## src/rtl/pulse_gen_scheduler.sv

```systemverilog
// Round-robin scheduler sharing one pulse_generator between NUM_REQ requesters.
// Issues a burst of start strobes per grant, with gap spacing and an edge watchdog.
module pulse_gen_scheduler #(
   parameter int NUM_REQ   = 4,
   parameter int REPEAT_W  = 4,
   parameter int GAP_W     = 8,
   parameter int TIMEOUT_W = 8
) (
   input  logic                         clk,
   input  logic                         reset,
   input  logic [NUM_REQ-1:0]           req,
   input  logic [NUM_REQ*REPEAT_W-1:0]  req_repeat,
   input  logic [GAP_W-1:0]             gap_cycles,
   input  logic                         pg_ready,
   input  logic                         pg_pulse,
   output logic                         pg_start,
   output logic [NUM_REQ-1:0]           gnt,
   output logic [NUM_REQ-1:0]           done,
   output logic                         err,
   output logic                         busy
);

   localparam int IDX_W = (NUM_REQ > 1) ? $clog2(NUM_REQ) : 1;

   typedef enum logic [2:0] {
      S_WAIT_RDY,
      S_IDLE,
      S_START,
      S_WAIT_HI,
      S_WAIT_LO,
      S_GAP,
      S_DONE,
      S_ABORT
   } state_t;

   state_t               state, state_n;
   logic [IDX_W-1:0]     idx, idx_n, ptr, ptr_n, arb_idx;
   logic                 arb_hit;
   logic [REPEAT_W-1:0]  rem_cnt, rem_n;
   logic [GAP_W-1:0]     gap_cnt, gap_n;
   logic [TIMEOUT_W-1:0] wd, wd_n;
   logic [NUM_REQ-1:0]   onehot_n;

   function automatic logic [IDX_W-1:0] wrap_idx(input int unsigned v);
      return IDX_W'(v % NUM_REQ);
   endfunction

   always_comb begin
      arb_hit = 1'b0;
      arb_idx = '0;
      for (int unsigned i = 0; i < NUM_REQ; i++) begin
         if (!arb_hit && req[wrap_idx(int'(ptr) + i)]) begin
            arb_hit = 1'b1;
            arb_idx = wrap_idx(int'(ptr) + i);
         end
      end
   end

   always_comb begin
      state_n = state;
      idx_n   = idx;
      ptr_n   = ptr;
      rem_n   = rem_cnt;
      gap_n   = gap_cnt;
      wd_n    = wd;
      case (state)
         S_WAIT_RDY: if (pg_ready) state_n = S_IDLE;
         S_IDLE: begin
            if (!pg_ready) begin
               state_n = S_WAIT_RDY;
            end else if (arb_hit) begin
               state_n = S_START;
               idx_n   = arb_idx;
               rem_n   = req_repeat[int'(arb_idx)*REPEAT_W +: REPEAT_W];
            end
         end
         S_START: begin
            wd_n    = TIMEOUT_W'(1);
            state_n = S_WAIT_HI;
         end
         // watchdog starts at 1 so a timeout allows exactly 2^TIMEOUT_W-1 waiting cycles
         S_WAIT_HI: begin
            if (pg_pulse) begin
               state_n = S_WAIT_LO;
               wd_n    = TIMEOUT_W'(1);
            end else if (wd == '1) begin
               state_n = S_ABORT;
            end else begin
               wd_n = wd + 1'b1;
            end
         end
         S_WAIT_LO: begin
            if (!pg_pulse) begin
               if (rem_cnt == '0) begin
                  state_n = S_DONE;
               end else begin
                  rem_n = rem_cnt - 1'b1;
                  if (gap_cycles == '0) begin
                     state_n = S_START;
                  end else begin
                     state_n = S_GAP;
                     gap_n   = gap_cycles;
                  end
               end
            end else if (wd == '1) begin
               state_n = S_ABORT;
            end else begin
               wd_n = wd + 1'b1;
            end
         end
         S_GAP: begin
            if (gap_cnt == GAP_W'(1)) state_n = S_START;
            else gap_n = gap_cnt - 1'b1;
         end
         S_DONE: begin
            state_n = S_IDLE;
            ptr_n   = wrap_idx(int'(idx) + 1);
         end
         S_ABORT: state_n = S_WAIT_RDY;
         default: state_n = S_WAIT_RDY;
      endcase
      if (!pg_ready && (state inside {S_START, S_WAIT_HI, S_WAIT_LO, S_GAP}))
         state_n = S_ABORT;
   end

   assign onehot_n = NUM_REQ'(1) << idx_n;

   // outputs are registered from the next state so they align with the state they describe
   always_ff @(posedge clk or negedge reset) begin
      if (!reset) begin
         state    <= S_WAIT_RDY;
         idx      <= '0;
         ptr      <= '0;
         rem_cnt  <= '0;
         gap_cnt  <= '0;
         wd       <= '0;
         pg_start <= 1'b0;
         gnt      <= '0;
         done     <= '0;
         err      <= 1'b0;
         busy     <= 1'b0;
      end else begin
         state    <= state_n;
         idx      <= idx_n;
         ptr      <= ptr_n;
         rem_cnt  <= rem_n;
         gap_cnt  <= gap_n;
         wd       <= wd_n;
         pg_start <= (state_n == S_START);
         err      <= (state_n == S_ABORT);
         busy     <= (state_n != S_IDLE);
         done     <= (state_n inside {S_DONE, S_ABORT}) ? onehot_n : '0;
         gnt      <= (state_n inside {S_START, S_WAIT_HI, S_WAIT_LO, S_GAP, S_DONE, S_ABORT})
                     ? onehot_n : '0;
      end
   end

endmodule

```

## config.mk

```make
export PLATFORM = sky130hd
export DESIGN_NAME = pulse_gen_scheduler
export DESIGN_NICKNAME = d
export VERILOG_FILES = /design/src/rtl/pulse_gen_scheduler.sv
export SDC_FILE = /design/constraint.sdc
export NUM_CORES = 1
export LEC_CHECK = 0
export CAP_MARGIN = 5
export CORE_ASPECT_RATIO = 0.6
export CORE_UTILIZATION = 30
export CTS_CLUSTER_DIAMETER = 50
export DETAILED_ROUTE_END_ITERATION = 10
export PLACE_DENSITY_LB_ADDON = 0.15
export SYNTH_ARGS = -nofsm -noshare
export SYNTH_HDL_FRONTEND = slang
export SYNTH_SLANG_ARGS = --single-unit
```

## constraint.sdc

```tcl
create_clock -name clk -period 2.15 [get_ports clk]
set_input_delay 0.43 -clock clk [delete_from_list [all_inputs] [get_ports clk]]
set_output_delay 0.43 -clock clk [all_outputs]
set_load 0.01 [all_outputs]
```

# [Word level (Yosys, flattened, before mapping)]
# Index checks and enable logic that the tools add are counted.
[word_totals] reg_bits=38 input_bits=32
[op_classes] n_shift=2 n_lt_le_gt_ge=4 n_addsub=7 mux=46 n_eq_ne=23 n_reduce_logical=20
[op_table] op="$mux W8" n=7
[op_table] op="$mux W3" n=10
[op_table] op="$eq A3 B3 Y1 const B" n=8
[op_table] op="$mux W4" n=6
[op_table] op="$pmux W3 S8" n=1
[op_table] op="$pmux W8 S3" n=1
[op_table] op="$pmux W8 S2" n=1
[op_table] op="$shiftx A16 B5 Y4" n=1
[op_table] op="$mux W2" n=7
[op_table] op="$ne A2 B2 Y1 const B" n=7
[op_table] op="$eq A3 B2 Y1 const B" n=4
[op_table] op="$lt A2 B3 Y1 const B" n=4
[op_table] op="$reduce_and A5 Y1" n=2
[op_table] op="$add A8 B1 Y8 const B" n=1
[op_table] op="$bmux W1 S2" n=4
[op_table] op="$eq A8 B1 Y1 const B" n=1
[op_table] op="$eq A8 B8 Y1 const B" n=1
[op_table] op="$logic_not A8 Y1" n=1
[op_table] op="$mux W1" n=8
[op_table] op="$pmux W4 S2" n=1
[op_table] op="$sub A8 B1 Y8 const B" n=1
[op_table] op="$reduce_bool A2 Y1" n=3
[op_table] op="$reduce_bool A6 Y1" n=1
[op_table] op="$add A2 B1 Y2 const B" n=2
[op_table] op="12 further kinds" n=19

# [Logic depth before layout (Yosys ltp)]
[logic_depth] ltp_word=19 mapped_depth=8 ltp_nobuf=8

# [Worst setup path before layout]
# No wires, ideal clock.
[synth_timing] path_kind="register to register" start="register ptr[1]" end="register rem_cnt[0]" arrival_ps=1879 period_less_slack_ps=2005 stages_incl_launch_ff=6 setup_time_ps=126 n_path_buf=1 path_slack_ps=145 cell_sequence="dfrtp_1 > buf_6 > mux2i_1 > a222oi_1 > mux4_2 > a221o_1"
[synth_via] elab_chain_cells=16
[synth_rtl] element="start: declaration" line_no="37" rtl="logic [IDX_W-1:0] idx, idx_n, ptr, ptr_n, arb_idx;"
[synth_rtl] element="start signal: assignment" line_no="145" rtl="ptr <= ptr_n;"
[synth_rtl] element="parallel branches: the longest is 16 deep, another holds $add A2 B1 Y2"
[synth_rtl] element="end signal: assignment" line_no="146" rtl="rem_cnt <= rem_n;"
[synth_rtl] element="end: declaration" line_no="39" rtl="logic [REPEAT_W-1:0] rem_cnt, rem_n;"
# Several ways; the timed one is not identified. The select of a mux whose other input is x is not followed.
# A chain may end at the register's enable or synchronous reset.

# [Final worst setup path]
[layout_timing] start="input port gap_cycles[6]" end="register err"
[layout_via] elab_chain_cells=7
[layout_rtl] element="start: declaration" line_no="13" rtl="input logic [GAP_W-1:0] gap_cycles,"
[layout_rtl] element="$logic_not A8 Y1" line_no="98" rtl="if (gap_cycles == '0) begin"
[layout_rtl] element="$mux W3" line_no="98"
[layout_rtl] element="$mux W3" line_no="94" rtl="if (rem_cnt == '0) begin"
[layout_rtl] element="$mux W3" line_no="93" rtl="if (!pg_pulse) begin"
[layout_rtl] element="$pmux W3 S8" line_no="66" rtl="case (state)"
[layout_rtl] element="$mux W3" line_no="122" rtl="if (!pg_ready && (state inside {S_START, S_WAIT_HI, S_WAIT_LO, S_GAP}))"
[layout_rtl] element="$eq A3 B3 Y1" line_no="150" rtl="err <= (state_n == S_ABORT);"
[layout_rtl] element="end signal: assignment" line_no="150"
[layout_rtl] element="end: declaration" line_no="19" rtl="output logic err,"
# No other way between the ends.

==> reports/metrics.cfg <==
[outcome]
status=completed

[final_layout]
drive_above_1_share_pct=20.9
syn_to_final_growth_pct=44.4
final_cells=408
num_antenna_cells=0
n_fill_cell=665
final_util_pct=46.3
nets=357

[logic_synthesis]
synth.area.top_cells=dfrtp_1 (43%), o21ai_0 (4.8%), mux2i_1 (4.5%)
syn_area_sq_mm=0.00220
synth_top_cell_by_area=dfrtp_1
avgSynthCellArea_sq_um=9.15
ys_ff_latch=38
synth_cells=241
synth_ff_type=dfrtp_1
synth.most_common_cell=dfrtp_1
synth.distinct_cells=51
synthArstFlopShare_pct=100
synth_fp_nets=278
synth_common_cells=dfrtp_1 (38), nor2_1 (26), o21ai_0 (21), nand2_1 (19), a21oi_1 (17)
synth_edf_count=0
ys_seq_area_share_pct=43.1
yosysWarningCount=0
synth.top_cell.area_share_pct=43.1

[clocking]
clock-sinks=38
clkTransAtPathRegs_ns=0.06
cts_tree=done
clk_path_buf_depth=2
clock_latency_ns=0.28
htreeDepth=2
cts.root.buffer_cell=clkbuf_16
cts_buffers=5

[placed_design]
dp.final_hpwl_mm=4.33
gp_congestion=0.818
dp_cells=399
io_buffers=42

[detailed_routing]
wl_met3_um=365
first_pass_iters=4
wl_met2_mm=2.26
routed.top_layer=met3
drt_iter0_drc=124
routedWlPerCell_um=14.3
ant_nets=0
vias=2066
viasPerCell=5.06
drc_errors=0
routed_wl_mm=5.84
wl_met1_mm=3.22

[sta]
whs_ns=0.190
fmax_ghz=0.487
rsz0062_at_grt=no
worst_pin_slew_ns=0.482
period_share_pct=95.6
finalSetupViolCount=0
maxSlewHeadroom_pct=67.9
final.min_clock_period_ns=2.05
fin_worst_skew_ns=0.00525
finalHoldViolCount=0
slew_violations=0

[floorplan]
core_sq_mm=0.00688
die_w_um=113
fp-row-count=23
dieArea_sq_mm=0.00771
start_util_pct=32.1
io_pins=43
die_y_um=68.4

[global_route]
grt_antenna_before_repair=0
grt_pass1_vias=1991
grt_pass1_wl_mm=9.81
overflow=0
grt_max_degree=39
grtUsageTotal_pct=16.6

[power_and_ir_drop]
vdd_drop_max_mv=0.493
powerDensity_mw_per_mm2=1280
p_leak_uw=0.00144

[worst_setup_path]
crit_path_end_kind=flip-flop
critPathMaxFanout=5
cp.arrival_ns=2.26
cp-start-kind=input pin
path_class=input pin to flip-flop
required_ns=2.35

[run]
cap_violations=0

[worst_hold_path]
hold_class=input pin to async pin

## logic make-up (layout without fill, tap and decap cells)
kind of cell / count (synthesis) / count (layout) / share of synthesized area, %
xor+xnor: 5 / 5 / 1.99
fa+ha+maj: 5 / 5 / 2.84
simple gates: 95 / 95 / 22.4
mux: 15 / 15 / 7.60
compound gates: 66 / 66 / 18.6
flops: 38 / 38 / 43.1
buf+inv: 17 / 97 / 3.46
## repair_timing
action,4_1_cts,5_1_grt
buffers inserted,1,0
pin swaps,2,1
hold buffers,0,0
endpoints found under the hold margin,0,0
resized for setup,8,9
endpoints found under the setup margin,14,23
## metrics by stage
step	cell area (sq um)	power, uW	worst slack, ns	setup TNS (ns)
2_1_floorplan	2200	2460	0.145	0
3_5_place_dp	2970	3280	-0.420	-6.22
3_3_place_gp	2970	3270	-0.352	-5.59
4_1_cts	3150	4060	0.00528	0
5_1_grt	3180	4410	0.0102	0
6_report	3180	4080	0.0953	0
## layer usage
layer / vias to the layer above / GRT usage (%)
met5: - / 0
met4: 0 / 3.67
met3: 0 / 3.90
met2: 64 / 23.8
met1: 969 / 24.9
li1: 1033 / -
## report_power, final
part	total, uW	switching [uW]	internal (uW)
clock	722	262	459
combinational	2120	1100	1020
sequential	1230	237	994
total	4080	1600	2480
## path summary, 6_finish.rpt
check | end | start | slack, ns | cells after the start
setup reg to reg | rem_cnt[3] | state[2] | 0.14 | 6
min in group clk | ptr[0] | idx[0] | 0.51 | 1
setup / recovery | err | gap_cycles[6] | 0.1 | 8
hold reg to reg | ptr[0] | idx[0] | 0.51 | 1
hold / removal | gap_cnt[1] | reset | 0.19 | 2
max in group asynchronous | gap_cnt[2] | reset | 1.61 | 2
## cells in the final DEF, fill, tap and decap left out, types with 6 or more instances in the layout
master,n
nor3_1,9
and3_1,6
nand2_1,18
inv_1,7
mux2i_1,10
nor2_1,26
o21ai_0,21
dfrtp_1,38
a21oi_1,17
buf_4,39
nand2b_1,7
clkdlybuf4s50_1,36
## critical path, cell delays in order
cell and delay (ns):
clkdlybuf4s50_1 0.44, nor4_1 0.32, buf_4 0.18, a21oi_1 0.08, nor3_1 0.28, nor3_2 0.12, o21a_1 0.26, nor2b_1 0.14
## cell type report
type	instances	area, sq um	share of cell area, %
Sequential cell	38	951	29.9
Timing Repair Buffer	82	724	22.8
Inverter	7	26.3	0.825
Clock inverter	1	5.00	0.157
Tap cell	87	109	3.42
Multi-Input combinational cell	186	1220	38.5
Clock buffer	7	143	4.48
## registers in the layout, indices dropped and copies added, names as in the netlist
| name | flops |
|---|---|
| gap_cnt | 8 |
| wd | 8 |
| done | 4 |
| gnt | 4 |
| rem_cnt | 4 |
| state | 3 |
| idx | 2 |
| ptr | 2 |
| busy | 1 |
| err | 1 |
| pg_start | 1 |
Power figures use the tool's default switching activity.
==> patch 1: new RTL, config.mk and constraints unchanged <==
Register the output `err` once more, with the module's reset; this adds one clock of latency there. The other outputs are not delayed to match.
--- a/src/rtl/pulse_gen_scheduler.sv
+++ b/src/rtl/pulse_gen_scheduler.sv
@@ -33,4 +33,6 @@
       S_ABORT
    } state_t;
+
+   logic err_s0;
 
    state_t               state, state_n;
@@ -138,5 +140,5 @@
          gnt      <= '0;
          done     <= '0;
-         err      <= 1'b0;
+         err_s0   <= 1'b0;
          busy     <= 1'b0;
       end else begin
@@ -148,5 +150,5 @@
          wd       <= wd_n;
          pg_start <= (state_n == S_START);
-         err      <= (state_n == S_ABORT);
+         err_s0   <= (state_n == S_ABORT);
          busy     <= (state_n != S_IDLE);
          done     <= (state_n inside {S_DONE, S_ABORT}) ? onehot_n : '0;
@@ -156,4 +158,12 @@
    end
 
+   always_ff @(posedge clk or negedge reset) begin
+      if (!reset) begin
+         err <= '0;
+      end else begin
+         err <= err_s0;
+      end
+   end
+
 endmodule
 
Function: changed (a bounded check fails within 4 cycles, from zero or initial values and one cycle with reset low).
==> patch 1 against the original RTL <==
Setup slack got worse by 0.017 ns; sequential cell count rose by 1; die area rose by 11%; synthesized area rose by 11%; sequential share of layout area fell by 3.3 points; design area rose by 16%; worst hold slack got worse by 0.098 ns; synthesized cell count rose by 6.6%; wire length rose by 8.9%; final cell count rose by 13%; total power rose by 23%; non-clock buffer count rose by 17; critical endpoint is now busy.
==> patch 1: results (changes against the original RTL) <==
outcome completed; Final Routed Wirelength 6360 um (+8.9%); layout cells sized above 1 30.3% (+9.4 points); area occupied by multi-input gates 0.00147 mm^2 (+20%); core area 0.00791 mm^2 (+15%); RR Endpoint done[0]; vias in the first global route 2159 (+8.4%); vias per inst 4.86 (-4.1%); CP max-delay cell or4_4; Placed Cells 447 (+12%); Post-Synthesis Net Count 297 (+6.8%); Seq. cell area 980 um^2 (+3.0%); worst setup margin 0.0784 ns (-0.0168 ns); post-synth cell types 66 (+29%); post-placement setup slack -0.382 ns (+0.0382 ns); largest net degree at the start of global routing 23 (-41%); FFs & Latches 39 (+2.6%); Total GRT Usage 15.8% (-0.74 points); first-pass GRT wire length 10600 um (+8.2%); Yosys top cell area share 39.7% (-3.4 points); crit path launch req[1]; sequential share of the synthesized area 39.7% (-3.4 points); R2R cell count 8 (+2); R2R Path Start rem_cnt[1]; Worst IR Drop VDD 710 uV (+44%); Layout fillers 739 (+11%); Area contributors post-synth dfrtp_1 (40%), ha_1 (4.1%), o21ai_1 (3.9%); GPL Wtd Cong 0.817 (-0.11%); syn avg cell area 9.56 um^2 (+4.5%); final core occ 46.5% (+0.25 points); Final Non-Filler Cells 461 (+13%); final hold slack 0.0920 ns (-0.0982 ns); P_leak 1.60 nW (+11%)
patch 1: cell count changes in the layout (fill, tap and decap cells not counted), sizes merged, moves of 5 or more:
cell    unedited run  this run
mux2i             10         4
nand2b             8         3
a211oi             1         7
buf               41        58
nor2              26        21
inv                7        15
nand2             20        14
nor4               5        11
patch 1: routing by layer:
layer  up-vias  GRT usage (%)  part of all wire, %
li1       1165              -                    -
met1      1034           23.7                   56
met2        36           22.5                   40
met3         4           4.25                  3.9
met4         0           3.80                 0.74
met5         -              0                    0
patch 1: cells by family after synthesis:
logic type                 synth area share, %
muxes                                     4.53
xor gates and xnor gates                  2.14
adders and majority gates                 4.08
AOI/OAI and AO/OA                         23.3
and+or+nand+nor                           21.5
DFF                                       39.7
buffers and inverters                     4.74
patch 1: repair_timing:
| item | in CTS | in global routing |
|---|---|---|
| pin swaps | 1 | 7 |
| setup buffers | 2 | 3 |
| endpoints found under the setup margin | 8 | 19 |
| hold buffers | 0 | 0 |
| gates cloned | 0 | 1 |
| gates resized for setup | 4 | 29 |
==> patch 2: new RTL, same flow settings <==
Made on the original files. `NUM_REQ`: 4 -> 2.
--- a/src/rtl/pulse_gen_scheduler.sv
+++ b/src/rtl/pulse_gen_scheduler.sv
@@ -2,5 +2,5 @@
 // Issues a burst of start strobes per grant, with gap spacing and an edge watchdog.
 module pulse_gen_scheduler #(
-   parameter int NUM_REQ   = 4,
+   parameter int NUM_REQ   = 2,
    parameter int REPEAT_W  = 4,
    parameter int GAP_W     = 8,
Interface: changed (resized done, gnt, req and req_repeat); port bits go from 43 to 29. No check against the original RTL was run, so the function may have changed too.
==> patch 2 against the original RTL <==
Synthesized area shrank 6.6%; utilization fell by 4.7 points; design area shrank 17%; via count down 16%; worst hold slack better by 0.29 ns; wire length decreased by 14%; largest power group unchanged; sequential cell count down 6; total power is 11% lower; count of clock-buffer cells in the layout down 1; non-clock buffer count decreased by 40; final cell count is 17% lower; setup slack better by 0.016 ns; sequential share of layout area rose by 0.41 points.
==> patch 2: results (changes against the original RTL) <==
quantity of gates resized following cts 0 (-8); M1 GR Usage 25.7% (+0.80 points); drt initial violations 84 (-32%); Logic power comb 1.67 mW (-21%); mux cell area share after synthesis 2.55% (-5.1 points); Switching Share 40.0% (+0.73 points); Post-Synth XOR/XNOR Area 0.426% (-1.6 points); Post-Synthesis Net Count 239 (-14%); Post-DP Area 0.00248 mm^2 (-17%); Wirelength per Cell 14.8 um (+3.5%); Total GRT Usage 15.2% (-1.4 points); Top Registers gap_cnt: 8 flops, wd: 8 flops, rem_cnt: 4 flops; P_sw 1.44 mW (-9.8%); final core occ 41.6% (-4.7 points); Final Critical Period 2.04 ns (-0.0164 ns); post-placement setup slack -0.170 ns (+0.251 ns); CTS sink cnt 32 (-16%); Synth Area in Adders 3.04% (+0.20 points); post-DP HPWL 3820 um (-12%); Post-synth top cells dfrtp_1 (32), o21ai_0 (28), a21oi_1 (17), nand2_1 (14), nor2_1 (14); GPL Wtd Cong 0.805 (-1.6%); crit path max fanout 4 (-1); Post-CTS Setup Inserts 0 (-1); Port Buffer Count 28 (-33%); Tightest Pin Transition 0.505 ns (+0.0234 ns); met2 Track Usage GR 17.6% (-6.2 points); r2r setup slk 0.18 ns (+0.04 ns); Placed Cells 330 (-17%); Area contributors post-synth dfrtp_1 (39%), o21ai_0 (6.8%), a21oi_1 (4.1%); Worst IR Drop VDD 479 uV (-2.8%); Final Non-Filler Cells 338 (-17%); syn avg cell area 9.71 um^2 (+6.1%); worst min path class reg -> reg; First-pass DRT Iterations 6 (+2); post-layout net count 280 (-22%); Critical Path Sink pg_start; outcome completed; sequential share of the synthesized area 38.9% (-4.2 points); vias in the first global route 1540 (-23%); total number of vias 1742 (-16%); Layout Skew 0.00360 ns (-0.00165 ns); Compound-Gate Fraction of Synth Area 25.8% (+7.2 points)
## patch 2: cell types whose count changed in the layout (fill, tap and decap cells not counted), moves of 5 or more
cell,change
a22o_1,+6
buf_4,-25
clkdlybuf4s50_1,-8
dfrtp_1,-6
mux2i_1,-7
nand2b_1,-5
nor2_1,-12
o21ai_0,+7
## patch 2: how the worst min path moves through the flow
stage,startpoint,to,depth (start not counted)
after global placement,idx,ptr,1
after CTS,idx,ptr,1
after floorplan,reset,busy,0
after global routing,idx,ptr,1
after detailed placement,idx,ptr,1
final,idx,ptr,1
## patch 2: cell type report
cell class | count | share of cell area, %
clock buffer | 6 | 4.87
clock inverter | 2 | 1.33
inverter | 8 | 1.14
multi-input combinational | 164 | 43.8
sequential | 32 | 30.3
tap | 84 | 3.98
timing repair buffer | 42 | 14.6
## patch 2: routing by layer
layer	share of wire [%]	up-vias
li1	-	879
met1	59	808
met2	34	50
met3	5.8	5
met4	0.48	0
met5	0	-
